[src/rtl/operand_read_pkg.sv]
// operand_read_pkg: shared constants and index types for the Pillar pipeline stages.
//   XLEN     - register / operand width
//   NREGS    - number of architectural registers
//   REG_AW   - register index width (fixed at 5)
//   REG_ZERO - index of the hard-wired zero register
package operand_read_pkg;

    localparam int unsigned XLEN   = 32;
    localparam int unsigned NREGS  = 32;
    localparam int unsigned REG_AW = 5;

    localparam logic [REG_AW-1:0] REG_ZERO = '0;

    typedef logic [REG_AW-1:0] reg_idx_t;
    typedef logic [XLEN-1:0]   xword_t;

endpackage

[src/rtl/operand_scoreboard.sv]
// operand_scoreboard: one busy bit per architectural register.
//   clk, reset (async, active-low)
//   set_valid_i / set_idx_i   - accepted instruction claims a destination
//   clr_valid_i / clr_idx_i   - write-back releases a destination
//   rs1_i, rs2_i              - source indices to query
//   rd_we_i, rd_i             - destination to query for a WAW hazard
//   rs1_blocked_o, rs2_blocked_o, waw_o - combinational hazard results
// Optional feature: OPERAND_READ_BYPASS_EN lets a same-cycle write-back unblock a source.
module operand_scoreboard
    import operand_read_pkg::*;
(
    input  logic              clk,
    input  logic              reset,
    input  logic              set_valid_i,
    input  logic [REG_AW-1:0] set_idx_i,
    input  logic              clr_valid_i,
    input  logic [REG_AW-1:0] clr_idx_i,
    input  logic [REG_AW-1:0] rs1_i,
    input  logic [REG_AW-1:0] rs2_i,
    input  logic              rd_we_i,
    input  logic [REG_AW-1:0] rd_i,
    output logic              rs1_blocked_o,
    output logic              rs2_blocked_o,
    output logic              waw_o
);

    logic [NREGS-1:0] busy_q, busy_d;
    logic             byp1, byp2;

    // Set is applied after clear so it wins on a collision; bit 0 is pinned low.
    always_comb begin
        busy_d = busy_q;
        if (clr_valid_i && clr_idx_i != REG_ZERO) begin
            busy_d[clr_idx_i] = 1'b0;
        end
        if (set_valid_i && set_idx_i != REG_ZERO) begin
            busy_d[set_idx_i] = 1'b1;
        end
        busy_d[0] = 1'b0;
    end

    always_ff @(posedge clk or negedge reset) begin
        if (!reset) begin
            busy_q <= '0;
        end else begin
            busy_q <= busy_d;
        end
    end

`ifdef OPERAND_READ_BYPASS_EN
    assign byp1 = clr_valid_i && (clr_idx_i == rs1_i);
    assign byp2 = clr_valid_i && (clr_idx_i == rs2_i);
`else
    assign byp1 = 1'b0;
    assign byp2 = 1'b0;
`endif

    assign rs1_blocked_o = (rs1_i != REG_ZERO) && busy_q[rs1_i] && !byp1;
    assign rs2_blocked_o = (rs2_i != REG_ZERO) && busy_q[rs2_i] && !byp2;
    // The write-back clear is deliberately not bypassed here.
    assign waw_o         = rd_we_i && (rd_i != REG_ZERO) && busy_q[rd_i];

endmodule

[src/rtl/operand_read.sv]
// operand_read: register-file read stage of the Pillar pipeline.
//   clk, reset (async, active-low)
//   wb_*   - write-back port, one register write per cycle
//   iss_*  - issue handshake from decode (valid/ready), sources, destination, PC
//   op_*   - registered operand bundle to execute (valid/ready)
// Optional feature: OPERAND_READ_BYPASS_EN (see operand_scoreboard) forwards a same-cycle
// write-back to a source that would otherwise be blocked.
module operand_read
    import operand_read_pkg::*;
(
    input  logic              clk,
    input  logic              reset,
    input  logic              wb_valid_i,
    input  logic [REG_AW-1:0] wb_rd_i,
    input  logic [XLEN-1:0]   wb_data_i,
    input  logic              iss_valid_i,
    output logic              iss_ready_o,
    input  logic [REG_AW-1:0] iss_rs1_i,
    input  logic [REG_AW-1:0] iss_rs2_i,
    input  logic [REG_AW-1:0] iss_rd_i,
    input  logic              iss_rd_we_i,
    input  logic [31:0]       iss_pc_i,
    output logic              op_valid_o,
    input  logic              op_ready_i,
    output logic [XLEN-1:0]   op_rs1_data_o,
    output logic [XLEN-1:0]   op_rs2_data_o,
    output logic [REG_AW-1:0] op_rd_o,
    output logic [31:0]       op_pc_o
);

    logic [XLEN-1:0]   regs_q [NREGS];
    logic              wb_en;
    logic              rs1_blocked, rs2_blocked, waw;
    logic              accept;
    logic [XLEN-1:0]   rs1_val, rs2_val;

    logic              op_valid_q;
    logic [XLEN-1:0]   op_rs1_q, op_rs2_q;
    logic [REG_AW-1:0] op_rd_q;
    logic [31:0]       op_pc_q;

    assign wb_en = wb_valid_i && (wb_rd_i != REG_ZERO);

    operand_scoreboard u_scoreboard (
        .clk           (clk),
        .reset         (reset),
        .set_valid_i   (accept && iss_rd_we_i),
        .set_idx_i     (iss_rd_i),
        .clr_valid_i   (wb_valid_i),
        .clr_idx_i     (wb_rd_i),
        .rs1_i         (iss_rs1_i),
        .rs2_i         (iss_rs2_i),
        .rd_we_i       (iss_rd_we_i),
        .rd_i          (iss_rd_i),
        .rs1_blocked_o (rs1_blocked),
        .rs2_blocked_o (rs2_blocked),
        .waw_o         (waw)
    );

    assign iss_ready_o = !rs1_blocked && !rs2_blocked && !waw && (!op_valid_q || op_ready_i);
    assign accept      = iss_valid_i && iss_ready_o;

    always_ff @(posedge clk or negedge reset) begin
        if (!reset) begin
            for (int i = 0; i < int'(NREGS); i++) begin
                regs_q[i] <= '0;
            end
        end else if (wb_en) begin
            regs_q[wb_rd_i] <= wb_data_i;
        end
    end

    // Operand read with same-cycle write-back forwarding; x0 is forced to zero.
    always_comb begin
        rs1_val = regs_q[iss_rs1_i];
        rs2_val = regs_q[iss_rs2_i];
        if (wb_en && wb_rd_i == iss_rs1_i) begin
            rs1_val = wb_data_i;
        end
        if (wb_en && wb_rd_i == iss_rs2_i) begin
            rs2_val = wb_data_i;
        end
        if (iss_rs1_i == REG_ZERO) begin
            rs1_val = '0;
        end
        if (iss_rs2_i == REG_ZERO) begin
            rs2_val = '0;
        end
    end

    // EMPTY/FULL output register: data only moves on accept, so it holds while stalled.
    always_ff @(posedge clk or negedge reset) begin
        if (!reset) begin
            op_valid_q <= 1'b0;
            op_rs1_q   <= '0;
            op_rs2_q   <= '0;
            op_rd_q    <= '0;
            op_pc_q    <= '0;
        end else if (accept) begin
            op_valid_q <= 1'b1;
            op_rs1_q   <= rs1_val;
            op_rs2_q   <= rs2_val;
            op_rd_q    <= iss_rd_i;
            op_pc_q    <= iss_pc_i;
        end else if (op_ready_i) begin
            op_valid_q <= 1'b0;
        end
    end

    assign op_valid_o    = op_valid_q;
    assign op_rs1_data_o = op_rs1_q;
    assign op_rs2_data_o = op_rs2_q;
    assign op_rd_o       = op_rd_q;
    assign op_pc_o       = op_pc_q;

endmodule

[config.mk]
export PLATFORM = sky130hd
export DESIGN_NAME = operand_read
export DESIGN_NICKNAME = d
export VERILOG_FILES = /design/src/rtl/operand_read_pkg.sv /design/src/rtl/operand_scoreboard.sv /design/src/rtl/operand_read.sv
export SDC_FILE = /design/constraint.sdc
export NUM_CORES = 2
export LEC_CHECK = 0
export BUFFER_PORTS_ARGS = -buffer_cell sky130_fd_sc_hd__buf_4
export CAP_MARGIN = 5
export CORE_MARGIN = 3
export CORE_UTILIZATION = 45
export DETAILED_ROUTE_END_ITERATION = 7
export GPL_TIMING_DRIVEN = 0
export SYNTH_ARGS = -nofsm -noshare
export SYNTH_HDL_FRONTEND = slang
export SYNTH_HIERARCHICAL = 1
export SYNTH_SLANG_ARGS = --single-unit
[constraint.sdc]
create_clock -name clk -period 5.34 [get_ports clk]
set_input_delay 0.801 -clock clk [delete_from_list [all_inputs] [get_ports clk]]
set_output_delay 0.801 -clock clk [all_outputs]
set_load 0.005 [all_outputs]
==> metrics.sh <==
FINALCRITPERIODSHARE_PCT=88.3
TIMING.SLEW.HEADROOM_PCT=4.54
DIE_AREA_UM2=136000
POST_SYNTH.CELL_AREA_AVG_UM2=13.0
YS_TYPES=54
AREAGROWTHSYNTHTOFINISH_PCT=13.6
SEQUENTIAL_SHARE_OF_THE_SYNTHESIZED_AREA_PCT=48.9
MAX_STAGE_DELAY_CELL_WORST_PATH='sky130_fd_sc_hd__a31oi_1'
MOSTFREQUENTLAYOUTCELL='sky130_fd_sc_hd__dfrtp_1'
IOPINCOUNT=193
NETLIST_AREA_UM2=59200
TIMING.RR.START='u_scoreboard/busy_q[23]$_DFF_PN0_'
FIN_WORST_SKEW_NS=0.0365
CRITPATHCAPTURETYPE='flip-flop'
POWER.DENSITY_CELL_AREA_nW_PER_UM2=389
POST-CTS-SETUP-BUFFER-COUNT=0
ROUTED_VIA_DENSITY=6.54
GRT_ANTENNA_BEFORE_REPAIR=3
OUTCOME='finished, final reports clean'
LARGEST_STAGE_DELAY_WORST_PATH_NS=0.87
GRT_BUSIEST_LAYER='met2'
TIMING_MAX_TRANSITION_VIOLATIONS_FINAL=0
CTS_BUF_COUNT=132
CORE-AREA_UM2=130000
BUFFER_PORTS.INSERTED=187
GP_CONGESTION=0.934
CLK_PIN_SLEW_WORST_PATHS_NS=0.05
SYN_NETS=4637
TIMING.SETUP.CRITICAL_PATH_CLASS='in2reg'
LAYOUT.CELLS.MOST_COMMON_LIST='sky130_fd_sc_hd__dfrtp_1, sky130_fd_sc_hd__nand2_1, sky130_fd_sc_hd__mux4_2'
DETAILROUTE.VIA_COUNT=43928
GRT_UTIL_MET2_PCT=46.4
NETS=4971
CLOCK_TREE.ROOT_CELL='sky130_fd_sc_hd__clkbuf_16'
MAXCAPVIOLATIONS=0
NUMBER_OF_ENABLE_TYPE_REGISTER_CELLS_IN_THE_SYNTHESIZED_NETLIST=0
CRITICAL_PATH.STARTPOINT_TYPE='primary input'
GRT_UTIL_MET3_PCT=8.20
HOLDCRITSTARTPOINT='iss_pc_i[10]'
PEAKVDDDROP_mV=0.374
DRT_PASS1_ITERATIONS=6
ROWS=132
FMAX_MHz=212
CRITPATHLAUNCH='iss_rs2_i[1]'
CLK_PATH_BUF_DEPTH=3
GROUTE.LAYER.MET1.USAGE_PCT=42.6
POST_ROUTE_CELLS_DRIVE_ABOVE_1_SHARE_PCT=32.6
CTS_TREE='yes'
DIE-WIDTH_UM=369
FINALCRITICALPERIOD_NS=4.72
MAXIMUM_NUMBER_OF_PINS_ON_ONE_NET_BEFORE_GLOBAL_ROUTE_REPAIR=169
POST-PLACE-CELLS=6485
H_TREE_LEVELS=4
NUMBER_OF_GLOBAL_ROUTE_VIAS_BEFORE_REPAIR=43891
POST_CTS_RESIZE_COUNT=0
POST_DRT_WL_PER_CELL_UM=31.8
PLACED_AREA_UM2=63100
CRIT_FANOUT=10
FINAL_HOLD_VIOL_COUNT=0
HOLD_CLASS='in2reg'
FLOORPLAN.INITIALDENSITY_PCT=45.5
DIE-HEIGHT_UM=369
LEAKAGE_nW=29.0
SYNTH.YOSYS.WARNINGS=6
WORST_EP_REQUIRED_TIME_NS=6.01
DETAIL_ROUTE.DRC_VIOLATIONS=0
GRT_OVERFLOW_TOTAL=0
PLACEMENT.SETUP.WORST_SLACK_NS=-0.285
FINAL.SETUP.WORST_SLACK_NS=0.623
GRT_SETUP_UNREPAIRED='no'
DETAIL_ROUTE.ITER0.VIOLATIONS=5464
PLACE_HPWL_UM=150000
CP_CELL_SEQUENCE='buf_4 -> buf_2 -> mux4_2 -> mux2_2 -> nand3b_1 -> o311ai_1 -> nor3_1 -> nand3_1 -> a31oi_1 -> buf_4 -> clkbuf_1 -> nand3_1 -> o2111ai_1'
GLOBAL_ROUTE.USAGE.TOTAL_PCT=31.4
WL_UM=214000
TIMING.FINAL.SETUP_VIOLATIONS=0
ROUTE.ANTENNA.REMAINING_NETS=0
SYNTH-SEQ-CELLS=1157
SYNTH_FF_TYPE='sky130_fd_sc_hd__dfrtp_1'
FINISH.INSTANCE_AREA_UM2=67300
FINISH.UTILIZATION_PCT=51.7
CLOCK-SINKS=1157
WORST-SLEW-PIN-TRANSITION_NS=1.43
SYNTHARSTFLOPSHARE_PCT=100
SYNTHCELLS=4547
FINALNONFILLERCELLS=6719
GRT_PASS1_WL_UM=309000
INSERTION_DELAY_NS=0.78
ARRIVAL_TIME_OF_DATA_AT_THE_CRITICAL_PATH_ENDPOINT_NS=5.39
-- registers in the layout, indices dropped and copies added (netlist names) --
signal and flops:
op_pc_o 32, op_rd_o 5, op_rs1_data_o 32, op_rs2_data_o 32, op_valid_o 1, regs_q 1024
u_scoreboard/busy_q 31
-- final cells by class --
type / instances / area (um2)
Timing Repair Buffer: 200 / 1690
Multi-Input combinational cell: 2888 / 28200
Fill cell: 11380 / 62900
Sequential cell: 1157 / 29000
Inverter: 37 / 139
Buffer: 465 / 1950
Tap cell: 1742 / 2180
Clock inverter: 31 / 267
Antenna cell: 1 / 2.50
Clock buffer: 198 / 3910
-- where the power goes --
part	internal, mW	switching, mW
Sequential	10.5	1.32
Clock	5.23	3.77
Combinational	2.93	2.47
Total	18.6	7.56
-- stage by stage --
stage	total power, mW	setup TNS (ns)	hold WS (ns)
6_report	26.2	0	0.236
3_5_place_dp	17.3	-3.20	0.463
2_1_floorplan	15.1	0	0.441
4_1_cts	26.2	0	0.191
5_1_grt	27.2	0	0.224
3_3_place_gp	17.0	-	0.452
-- cells in the mapped netlist (all sizes together), types with 24 or more instances --
| library cell | instances | area share, % |
|---|---|---|
| buf | 150 | 1.3 |
| a21o | 64 | 0.81 |
| o21ai | 541 | 4.6 |
| mux2i | 98 | 1.7 |
| a32oi | 33 | 0.49 |
| mux4 | 532 | 20 |
| inv | 37 | 0.23 |
| clkbuf | 315 | 2.0 |
| a22o | 32 | 0.47 |
| nand3 | 46 | 0.39 |
| nand2 | 652 | 4.1 |
| mux2 | 551 | 10 |
| a21oi | 35 | 0.30 |
| o211ai | 32 | 0.66 |
| nor2 | 24 | 0.15 |
| a22oi | 128 | 1.6 |
| dfrtp | 1157 | 49 |
| o2111ai | 32 | 0.47 |
-- path summary, 6_finish.rpt --
path / slack, ns / to / cells after the start
max: 0.62 / op_rs2_data_o[13]$_DFFE_PN0P_ / 13
min reg2reg: 0.47 / op_rd_o[1]$_DFFE_PN0P_ / 2
max reg2reg: 0.68 / op_rs2_data_o[13]$_DFFE_PN0P_ / 11
min: 0.24 / op_pc_o[10]$_DFFE_PN0P_ / 3
max in group asynchronous: 2.05 / regs_q[147]$_DFFE_PN0P_ / 5
min in group asynchronous: 0.60 / op_pc_o[3]$_DFFE_PN0P_ / 2
-- critical path: cells and delay by family --
| kind | cells | cell delay [ns] |
|---|---|---|
| and+or+nand+nor | 4 | 1.45 |
| buffers and inverters | 4 | 1.16 |
| AOI/OAI and AO/OA | 3 | 1.15 |
| muxes | 2 | 0.82 |
-- routing by layer --
| metal | wire length, um | share of wire, % | vias up |
|---|---|---|---|
| li1 | - | - | 17725 |
| met5 | 40 | 0.019 | - |
| met3 | 20800 | 9.7 | 549 |
| met1 | 84800 | 40 | 23179 |
| met2 | 94900 | 44 | 2469 |
| met4 | 13500 | 6.3 | 6 |
-- repair_timing --
item	4_1_cts	5_1_grt
hold buffers	1	0
hold endpoints to repair	89	0
setup endpoints to repair	0	0
-- logic make-up after synthesis --
logic type	synth area share (%)
AO/OA/AOI/OAI	9.68
XOR/XNOR	0.148
multiplexers	32.4
flip-flops	48.9
AND/OR/NAND/NOR	5.36
buffers and inverters	3.52
(Power assumes the default switching activity.)
